--- src/rtl/fetch_sequencer.sv ---
// fetch_sequencer: fetches instructions over a req/ack handshake, issues them to
// control_unit, and updates the pc and the flag register from its decisions.
module fetch_sequencer #(
    parameter int          DATA_W  = 6,
    parameter int          PC_W    = 6,
    parameter logic [3:0]  HALT_OP = 4'b1111
) (
    input  logic              clk,
    input  logic              rst_n,
    input  logic              run_i,
    output logic              imem_req_o,
    output logic [PC_W-1:0]   imem_addr_o,
    input  logic              imem_ack_i,
    input  logic [DATA_W+3:0] imem_data_i,
    output logic [3:0]        opcode_o,
    output logic [DATA_W-1:0] imm_o,
    output logic              instr_valid_o,
    input  logic              jmp_sel_i,
    input  logic              reg_en_i,
    input  logic              alu_cf_i,
    input  logic              alu_sf_i,
    input  logic              alu_zf_i,
    output logic              cf_o,
    output logic              sf_o,
    output logic              zf_o,
    output logic              halted_o
);
    typedef enum logic [1:0] {IDLE, FETCH, ISSUE, HALT} state_t;
    state_t              state_q, state_d;
    logic [PC_W-1:0]     pc_q, pc_d;
    logic [3:0]          opcode_q, opcode_d;
    logic [DATA_W-1:0]   imm_q, imm_d;
    logic [2:0]          flags_q, flags_d;
    always_ff @(posedge clk or negedge rst_n) begin
        if (!rst_n) begin
            state_q  <= IDLE;
            pc_q     <= '0;
            opcode_q <= '0;
            imm_q    <= '0;
            flags_q  <= '0;
        end else begin
            state_q  <= state_d;
            pc_q     <= pc_d;
            opcode_q <= opcode_d;
            imm_q    <= imm_d;
            flags_q  <= flags_d;
        end
    end
    always_comb begin
        state_d  = state_q;
        pc_d     = pc_q;
        opcode_d = opcode_q;
        imm_d    = imm_q;
        flags_d  = flags_q;
        case (state_q)
            IDLE: if (run_i) state_d = FETCH;
            FETCH: if (imem_ack_i) begin
                opcode_d = imem_data_i[DATA_W+3:DATA_W];
                imm_d    = imem_data_i[DATA_W-1:0];
                state_d  = ISSUE;
            end
            ISSUE: if (opcode_q == HALT_OP) begin
                state_d = HALT;
            end else begin
                // pc wraps naturally at 2**PC_W
                pc_d    = jmp_sel_i ? imm_q[PC_W-1:0] : pc_q + PC_W'(1);
                flags_d = reg_en_i ? {alu_cf_i, alu_sf_i, alu_zf_i} : flags_q;
                state_d = FETCH;
            end
            default: ;
        endcase
    end
    assign imem_req_o    = state_q == FETCH;
    assign instr_valid_o = state_q == ISSUE;
    assign halted_o      = state_q == HALT;
    assign imem_addr_o   = pc_q;
    assign opcode_o      = opcode_q;
    assign imm_o         = imm_q;
    assign {cf_o, sf_o, zf_o} = flags_q;
endmodule

--- config.mk ---
export PLATFORM = sky130hd
export DESIGN_NAME = fetch_sequencer
export DESIGN_NICKNAME = d
export VERILOG_FILES = /design/src/rtl/fetch_sequencer.sv
export SDC_FILE = /design/constraint.sdc
export NUM_CORES = 1
export LEC_CHECK = 0
export CAP_MARGIN = 20
export CORE_ASPECT_RATIO = 1.1
export CORE_UTILIZATION = 42
export DETAILED_ROUTE_END_ITERATION = 16
export PLACE_DENSITY = 0.78
export SETUP_SLACK_MARGIN = 0.1
export SYNTH_ARGS = -nofsm -noshare
export SYNTH_HDL_FRONTEND = slang
export SYNTH_SLANG_ARGS = --single-unit
--- constraint.sdc ---
create_clock -name clk -period 1.5 [get_ports clk]
set_input_delay 0.375 -clock clk [delete_from_list [all_inputs] [get_ports clk]]
set_output_delay 0.375 -clock clk [all_outputs]
set_load 0.03 [all_outputs]
==> flow_metrics.py, run 1 <==
metrics = {
    "layout": {
        "stdcell_count": 173,
        "ff_latch_area_um2": 531,
        "fin_nets": 168,
        "design_area_um2": 1600,
        "multi_input_area_um2": 523,
        "fill_cells": 185,
        "syn2layout_area_growth_pct": 53.6,
        "diodes": 0,
        "layout_common_cells": "17 x dfrtp_1, 17 x clkdlybuf4s50_1, 13 x mux2_2, 13 x buf_2, 13 x buf_4",
        "drive_gt1_share_pct": 49.0,
    },
    "global_route": {
        "track_usage_pct": 20.6,
        "grt_max_degree": 22,
        "grt_pass1_vias": 928,
        "grt_first_pass_wirelength_um": 4110,
        "overflow": 0,
        "antenna_found_initial": 0,
    },
    "yosys": {
        "ys_seq_area_share_pct": 50.5,
        "syn-cell-area_um2": 1040,
        "syn_avg_cell_area_um2": 11.8,
        "syn_nets": 112,
        "ys_seq_elements": 21,
        "synthTopCellsByArea": "dfrtp_1 50%, mux2_2 14%, ha_1 6.0%, nand2_1 3.2%, buf_6 2.2%",
        "yosysWarningCount": 0,
        "synth.largest_area_cell": "dfrtp_1",
        "synth.distinct_cells": 27,
        "synth_top_area_share_pct": 50.5,
        "synthCells": 88,
    },
    "clocking": {
        "cts_buffers": 3,
        "clk_pin_slew_ns": 0.12,
        "cts.path.max_buffers": 2,
        "cts_sinks": 21,
        "h-tree-depth": 1,
        "clockRootBuffer": "clkbuf_4",
        "cts_tree": "built",
        "holdBufCountCts": 0,
        "clk_latency_ns": 0.30,
    },
    "pwr": {
        "p_leak_nw": 0.711,
        "power_density_nw_per_um2": 2080,
        "worst_ir_drop_vdd_v": 0.00128,
    },
    "placement": {
        "placed_area_um2": 1540,
        "dp_hpwl_um": 1800,
        "gp_congestion": 0.797,
        "placed_cells": 165,
        "dp_slack_ns": -0.191,
        "io_buffers": 40,
    },
    "die": {
        "start_util_pct": 45.3,
        "die_w_um": 49.5,
        "die_area_um2": 2680,
        "rows": 18,
        "core_area_um2": 2300,
        "die_y_um": 54.2,
        "num_io_pins": 41,
    },
    "timing": {
        "timing_hold_violations_final": 0,
        "worst_hold_slack_ns": 0.407,
        "period_needed_ns": 1.52,
        "maxSlewViolCount": 0,
        "setup_viol": 3,
        "rsz0062_at_grt": "true",
        "clock_skew_ns": 0.00415,
        "final.setup.worst_slack_ns": -0.0169,
        "timing.fmax_mhz": 659,
        "tightest_slew_ns": 0.266,
        "max_slew_margin_pct": 82.2,
        "setup_tns_ns": -0.0353,
        "fin_crit_sh_pct": 101,
    },
    "route": {
        "ant_nets": 0,
        "num_vias": 888,
        "drcViolationCount": 0,
        "routed_wl_um": 2480,
        "wl_per_cell_um": 14.4,
        "initialDrtViolationCount": 18,
        "first_pass_iters": 4,
        "vias_per_cell": 5.13,
    },
    "critical_path": {
        "startpoint": "state_q[0]",
        "cp_max_fo": 4,
        "cp-end-kind": "primary output",
        "cp_cell_sequence": "ha_2 > buf_4",
        "critPathArrivalTime_ns": 1.14,
        "cp_slowest_stage_delay_ns": 0.47,
        "startpoint_type": "flop",
        "worstPathRequired_ns": 1.12,
        "timing.rr.start": "state_q[0]",
        "slowest_stage": "dfrtp_2",
        "path_class": "flop to primary output",
    },
    "flow_run": {
        "cap_viol_max_count": 0,
    },
    "worst_hold_path": {
        "worstHoldPathType": "input pin to asynchronous set/reset pin",
    },
    "status": {
        "outcome": "finished, violations left",
        "violations": "negative setup slack",
    },
}
cells in the mapped netlist:
| cell type | number |
|---|---|
| inv_1 | 4 |
| nand4_2 | 1 |
| ha_1 | 5 |
| or3b_2 | 1 |
| nand2_2 | 1 |
| a32o_1 | 1 |
| nand3_2 | 1 |
| or4_1 | 1 |
| nand2_1 | 9 |
| a21oi_1 | 2 |
| or3_1 | 1 |
| buf_6 | 2 |
| nor2b_1 | 2 |
| nor2_1 | 3 |
| o21ai_1 | 2 |
| and4bb_2 | 1 |
| a221o_1 | 2 |
| buf_2 | 1 |
| dfrtp_1 | 21 |
| o21ai_0 | 4 |
| a22oi_1 | 2 |
| nand3b_1 | 1 |
| a22o_1 | 1 |
| mux2_2 | 13 |
| nand3_1 | 3 |
| mux2i_1 | 2 |
| and3_1 | 1 |
layer usage:
layer / wire [um] / up-vias / track usage (%)
met5: 0 / - / 0
met4: 10 / 0 / 7.14
met3: 101 / 2 / 2.78
met2: 1300 / 20 / 40.0
met1: 1070 / 441 / 23.7
li1: - / 425 / -
timing repair:
item                       4_1_cts  5_1_grt
buffers inserted                 4        0
pin swaps                        1        0
setup endpoints to repair       34       34
gates cloned                     0        0
resized for setup               74       25
layout make-up:
class	count	share of cell area, %
inverters	4	0.939
clock buffers	4	1.64
repair buffers	54	29.2
multi-input cells	60	32.7
well taps	30	2.35
flip-flops and latches	21	33.2
per-stage QoR:
step,power (mW),utilization [%]
final,3.33,69.6
after global routing,3.52,69.6
after CTS,3.42,71.5
after detailed placement,3.13,67.0
after global placement,3.07,67.0
after floorplan,2.24,-
kinds of logic after synthesis:
group,Yosys count,share of synthesized area [%]
simple gates,26,14.4
flops,21,50.5
mux,15,16.0
compound gates,14,9.01
buf+inv,7,4.09
fa+ha+maj,5,6.01
final timing paths:
path	cells past startpoint	endpoint	slack, ns
max	2	halted_o	-0.02
min in group clk	3	imem_addr_o[4]	0.52
max in group asynchronous	2	imem_addr_o[1]	0.86
min	2	opcode_o[2]	0.41
min reg2reg	1	flags_q[1]	0.53
max reg2reg	6	imem_addr_o[4]	0.02
power breakdown:
group          switching, mW  internal [mW]  leakage [nW]
sequential             0.241          0.848         0.236
combinational           1.12          0.857         0.461
clock                  0.165          0.103        0.0150
total                   1.52           1.81         0.711
critical path, delay by kind of cell (launching register included):
family / cells / cell delay, ns
buffers and inverters: 1 / 0.17
flip-flops: 1 / 0.47
adder cells (fa/ha/maj): 1 / 0.21
state kept, by name, indices dropped and copies added, names as in the netlist:
register     flops
imem_addr_o      6
flags_q          3
state_q          2
imm_o            6
opcode_o         4
No activity file was read; power rests on OpenSTA's default activity.
==> run 2, diff against run 1 <==
--- a/constraint.sdc
+++ b/constraint.sdc
@@ -3,2 +3,2 @@
 set_output_delay 0.375 -clock clk [all_outputs]
-set_load 0.03 [all_outputs]
+set_load 0.01 [all_outputs]
==> run 2 against run 1 <==
  * The run still ends with negative setup slack left
  * Clock skew decreased by 0.0019 ns
  * Non-clock buffer count increased by 26
  * Sequential share of layout area decreased by 7.8 points
  * Largest cell class is now buffers
==> flow_metrics.py, run 2 (synthesis results as in run 1) <==
metrics = {
    "status": {
        "outcome": "finished, violations left",
        "violations": "negative setup slack",
    },
    "placement": {
        "gp_congestion": 0.782,
        "placed_cells": 166,
        "dp_slack_ns": -0.154,
        "placed_area_um2": 1550,
        "dp_hpwl_um": 1870,
        "io_buffers": 40,
    },
    "layout": {
        "fin_util_pct": 90.0,
        "final_common_cell": "buf_4",
        "drive_gt1_share_pct": 52.7,
        "layout_common_cells": "27 x buf_4, 21 x dfrtp_1, 18 x clkdlybuf4s50_1",
        "ff_latch_area_um2": 526,
        "syn2layout_area_growth_pct": 98.7,
        "diodes": 0,
        "multi_input_area_um2": 683,
        "fill_cells": 94,
        "fin_nets": 194,
        "stdcell_count": 199,
        "design_area_um2": 2070,
    },
    "timing": {
        "clock_skew_ns": 0.00221,
        "max_slew_margin_pct": 81.5,
        "final.setup.worst_slack_ns": -0.164,
        "setup_tns_ns": -1.30,
        "timing_hold_violations_final": 0,
        "timing.fmax_mhz": 601,
        "fin_crit_sh_pct": 111,
        "period_needed_ns": 1.66,
        "worst_hold_slack_ns": 0.376,
        "maxSlewViolCount": 0,
        "setup_viol": 22,
        "tightest_slew_ns": 0.276,
        "rsz0062_at_grt": "true",
    },
    "critical_path": {
        "path_class": "flop to flop",
        "cp_slowest_stage_delay_ns": 0.47,
        "worstPathRequired_ns": 1.73,
        "slowest_stage": "dfrtp_1",
        "startpoint_type": "flop",
        "critPathArrivalTime_ns": 1.90,
        "cp_max_fo": 4,
        "cp_cell_sequence": "buf_6 > inv_4 > buf_4 > buf_6 > ha_4 > a21oi_4 > nand2_1 > a22o_1",
        "cp-end-kind": "flop",
        "path_common_cell": "buf_6",
    },
    "route": {
        "drcViolationCount": 0,
        "num_vias": 1114,
        "vias_per_cell": 5.60,
        "routed_wl_um": 4640,
        "ant_nets": 0,
        "first_pass_iters": 4,
        "initialDrtViolationCount": 44,
        "wl_per_cell_um": 23.3,
    },
    "pwr": {
        "worst_ir_drop_vdd_v": 0.00167,
        "power_density_nw_per_um2": 2050,
        "p_comb_share_pct": 68.0,
        "p_sw_share_pct": 39.7,
        "p_int_mw": 2.56,
        "total_power_mw": 4.24,
        "seqPwrFrac_pct": 24.7,
        "p_switching_mw": 1.68,
        "p_leak_nw": 0.935,
        "p_clk_share_pct": 7.2,
    },
    "clocking": {
        "cts_sinks": 21,
        "clockRootBuffer": "clkbuf_4",
        "clk_pin_slew_ns": 0.13,
        "h-tree-depth": 1,
        "cts_buffers": 3,
        "clk_latency_ns": 0.33,
        "cts_tree": "built",
        "cts.path.max_buffers": 2,
    },
    "flow_run": {
        "cap_viol_max_count": 0,
    },
    "global_route": {
        "antenna_found_initial": 0,
        "track_usage_pct": 28.6,
        "grt_pass1_vias": 1087,
        "grt_first_pass_wirelength_um": 5440,
        "overflow": 0,
        "grt_max_degree": 22,
    },
    "die": {
        "start_util_pct": 45.3,
        "die_y_um": 54.2,
        "die_w_um": 49.5,
        "die_area_um2": 2680,
        "num_io_pins": 41,
        "rows": 18,
        "core_area_um2": 2300,
    },
    "worst_hold_path": {
        "worstHoldPathType": "input pin to asynchronous set/reset pin",
    },
}
[run 2: worst paths after layout]
path | start | to | slack (ns) | depth (start not counted)
hold / removal | rst_n | imm_o[1] | 0.38 | 2
max in group asynchronous | rst_n | flags_q[1] | 0.91 | 2
setup / recovery | state_q[1] | state_q[0] | -0.16 | 8
hold reg to reg | flags_q[1] | flags_q[1] | 0.53 | 1
setup reg to reg | state_q[1] | state_q[0] | -0.16 | 8
min in group clk | flags_q[1] | flags_q[1] | 0.53 | 1
[run 2: timing repair]
action	CTS	global route
setup buffers	21	7
pin swaps	8	13
hold buffers	0	0
cloned	1	0
setup endpoints to repair	40	42
gates resized for setup	83	35
[run 2: metal layers]
| metal | vias up | GRT usage [%] | routed length [um] |
|---|---|---|---|
| li1 | 481 | - | - |
| met1 | 561 | 32.7 | 1800 |
| met5 | - | 0 | 0 |
| met2 | 59 | 53.4 | 2470 |
| met3 | 13 | 3.89 | 244 |
| met4 | 0 | 14.3 | 128 |
[run 2: layout make-up]
class | instances | area share [%]
well taps | 30 | 1.81
inverters | 4 | 1.09
repair buffers | 80 | 37.3
clock inverters | 1 | 0.242
clock buffers | 3 | 1.09
flip-flops and latches | 21 | 25.4
multi-input cells | 60 | 33.0
[run 2: worst max-delay path, delay by kind of cell, from the launching register on]
| family | cells | cell delay, ns |
|---|---|---|
| buffers and inverters | 4 | 0.40 |
| DFF | 1 | 0.47 |
| adders and majority gates | 1 | 0.15 |
| and+or+nand+nor | 1 | 0.13 |
| AOI/OAI and AO/OA | 2 | 0.42 |
[run 2: power groups by stage]
stage               clock, mW  sequential [mW]  combinational, mW
CTS                     0.285            0.993               2.38
finish                  0.307             1.05               2.88
global route            0.319             1.06               2.99
floorplan                   0             1.18              0.616
detailed placement          0             1.10               1.60
global placement            0             1.09               1.55
==> run 3, diff against run 2 <==
- CAP_MARGIN: 20 -> 10
- PLACE_DENSITY: 0.78 -> 0.84
==> run 3 against run 2 <==
  * The flow still finishes with violations (negative setup slack)
  * Sequential power barely moved
  * Utilization shrank 3.8 points
  * Sequential share of layout area up 1.1 points
  * Design area decreased by 4.2%
  * Global-route usage decreased by 1.2 points
  * Routed wire length decreased by 19%
  * Critical path type is now flop to primary output
  * Largest cell class unchanged
  * Largest power group unchanged
  * Highest routed layer unchanged
==> flow_metrics.py, run 3 (synthesis results as in run 1) <==
metrics = {
    "global_route": {
        "grt_first_pass_wirelength_um": 5140,
        "overflow": 0,
        "grt_max_degree": 22,
        "grt_pass1_vias": 1038,
        "antenna_found_initial": 0,
        "track_usage_pct": 27.4,
    },
    "clocking": {
        "clk_latency_ns": 0.33,
        "h-tree-depth": 1,
        "cts.path.max_buffers": 2,
        "cts_buffers": 3,
        "clk_pin_slew_ns": 0.12,
        "clockRootBuffer": "clkbuf_4",
        "cts_sinks": 21,
        "cts_tree": "built",
    },
    "layout": {
        "design_area_um2": 1980,
        "drive_gt1_share_pct": 52.4,
        "fin_util_pct": 86.3,
        "stdcell_count": 196,
        "final_common_cell": "buf_4",
        "syn2layout_area_growth_pct": 90.4,
        "layout_common_cells": "26 x buf_4, 21 x dfrtp_1, 18 x clkdlybuf4s50_1",
        "fin_nets": 191,
        "diodes": 0,
    },
    "critical_path": {
        "cp-end-kind": "primary output",
        "path_class": "flop to primary output",
        "critPathArrivalTime_ns": 1.17,
        "reg2reg_depth": 7,
        "startpoint_type": "flop",
        "cp_max_fo": 3,
        "crit_end": "instr_valid_o",
        "startpoint": "state_q[1]",
        "worstPathRequired_ns": 1.12,
        "reg2reg_to": "imem_addr_o[4]",
        "rrSetupSlack_ns": -0.03,
        "timing.rr.start": "state_q[0]",
    },
    "route": {
        "vias_per_cell": 5.38,
        "initialDrtViolationCount": 28,
        "first_pass_iters": 4,
        "ant_nets": 0,
        "num_vias": 1055,
        "drcViolationCount": 0,
        "wl_per_cell_um": 19.1,
        "routed_wl_um": 3750,
    },
    "pwr": {
        "p_leak_nw": 0.908,
        "power_density_nw_per_um2": 1990,
        "worst_ir_drop_vdd_v": 0.00158,
        "p_int_mw": 2.43,
        "seqPwrFrac_pct": 26.7,
        "p_clk_share_pct": 7.3,
        "p_switching_mw": 1.52,
        "p_comb_share_pct": 66.0,
        "p_sw_share_pct": 38.5,
    },
    "timing": {
        "timing.fmax_mhz": 647,
        "setup_viol": 6,
        "clock_skew_ns": 0.0100,
        "maxSlewViolCount": 0,
        "timing_hold_violations_final": 0,
        "tightest_slew_ns": 0.286,
        "final.setup.worst_slack_ns": -0.0451,
        "rsz0062_at_grt": "true",
        "period_needed_ns": 1.55,
        "max_slew_margin_pct": 80.4,
        "fin_crit_sh_pct": 103,
    },
    "placement": {
        "dp_slack_ns": -0.204,
        "placed_cells": 167,
        "io_buffers": 40,
        "gp_congestion": 0.790,
        "placed_area_um2": 1540,
        "dp_hpwl_um": 1980,
    },
    "die": {
        "core_area_um2": 2300,
        "rows": 18,
        "die_y_um": 54.2,
        "die_w_um": 49.5,
        "die_area_um2": 2680,
        "num_io_pins": 41,
        "start_util_pct": 45.3,
    },
    "worst_hold_path": {
        "worstHoldPathType": "input pin to asynchronous set/reset pin",
    },
    "status": {
        "outcome": "finished, violations left",
        "violations": "negative setup slack",
    },
    "flow_run": {
        "cap_viol_max_count": 0,
    },
}
run 3: cell types whose count changed in the layout (fill, tap and decap cells not counted), moves of 2 or more:
| cell | previous run | this run |
|---|---|---|
| clkdlybuf4s15_1 | 17 | 12 |
| nand2_4 | 1 | 3 |
| inv_4 | 3 | 1 |
| clkbuf_2 | 1 | 5 |
| nand2_2 | 3 | 1 |
| inv_1 | 1 | 3 |
run 3: power groups by stage:
| stage | Combinational [mW] | Sequential, mW | Clock (mW) |
|---|---|---|---|
| 6_report | 2.61 | 1.05 | 0.287 |
| 5_1_grt | 2.75 | 1.07 | 0.320 |
| 4_1_cts | 2.22 | 1.02 | 0.286 |
| 3_5_place_dp | 1.59 | 1.12 | 0 |
| 3_3_place_gp | 1.54 | 1.09 | 0 |
| 2_1_floorplan | 0.616 | 1.18 | 0 |
run 3: worst min-delay path by stage:
stage,start,end,slack [ns]
global route,rst_n,imem_addr_o[5],0.41
global placement,flags_q[0],flags_q[0],0.49
detailed placement,flags_q[0],flags_q[0],0.50
finish,rst_n,imem_addr_o[3],0.40
floorplan,rst_n,flags_q[0],0.08
CTS,rst_n,opcode_o[3],0.39
run 3: per-layer routing:
layer  share of wire, %  GRT usage, %  vias up
met5                  0             0        -
met4                2.5          16.7        0
met3                4.4          5.56       10
met2                 52          48.9       41
met1                 41          30.8      532
li1                   -             -      472
run 3: per-stage QoR:
| step | total power [mW] | setup TNS [ns] | hold slack (ns) |
|---|---|---|---|
| floorplan | 1.80 | 0 | 0.0794 |
| detailed placement | 2.71 | -1.25 | 0.497 |
| global route | 4.15 | -0.376 | 0.414 |
| finish | 3.95 | -0.144 | 0.404 |
| CTS | 3.52 | -0.0787 | 0.388 |
| global placement | 2.62 | -0.714 | 0.491 |
run 3: layout make-up:
type	instances	area [um^2]
multi-input cells	60	682
repair buffers	77	692
fillers	110	315
clock inverters	1	5.00
flip-flops and latches	21	526
clock buffers	3	22.5
inverters	4	17.5
well taps	30	37.5
run 3: timing repair:
item,in CTS,in global routing
hold buffers,0,0
endpoints found under the hold margin,0,0
buffers inserted,18,7
pin swaps,9,4
resized for setup,81,37
endpoints found under the setup margin,40,41
run 3: worst max-delay path: stages, from the launching register on:
cell     delay [ns]
dfrtp_1        0.44
buf_6          0.14
ha_4           0.16
buf_6          0.11
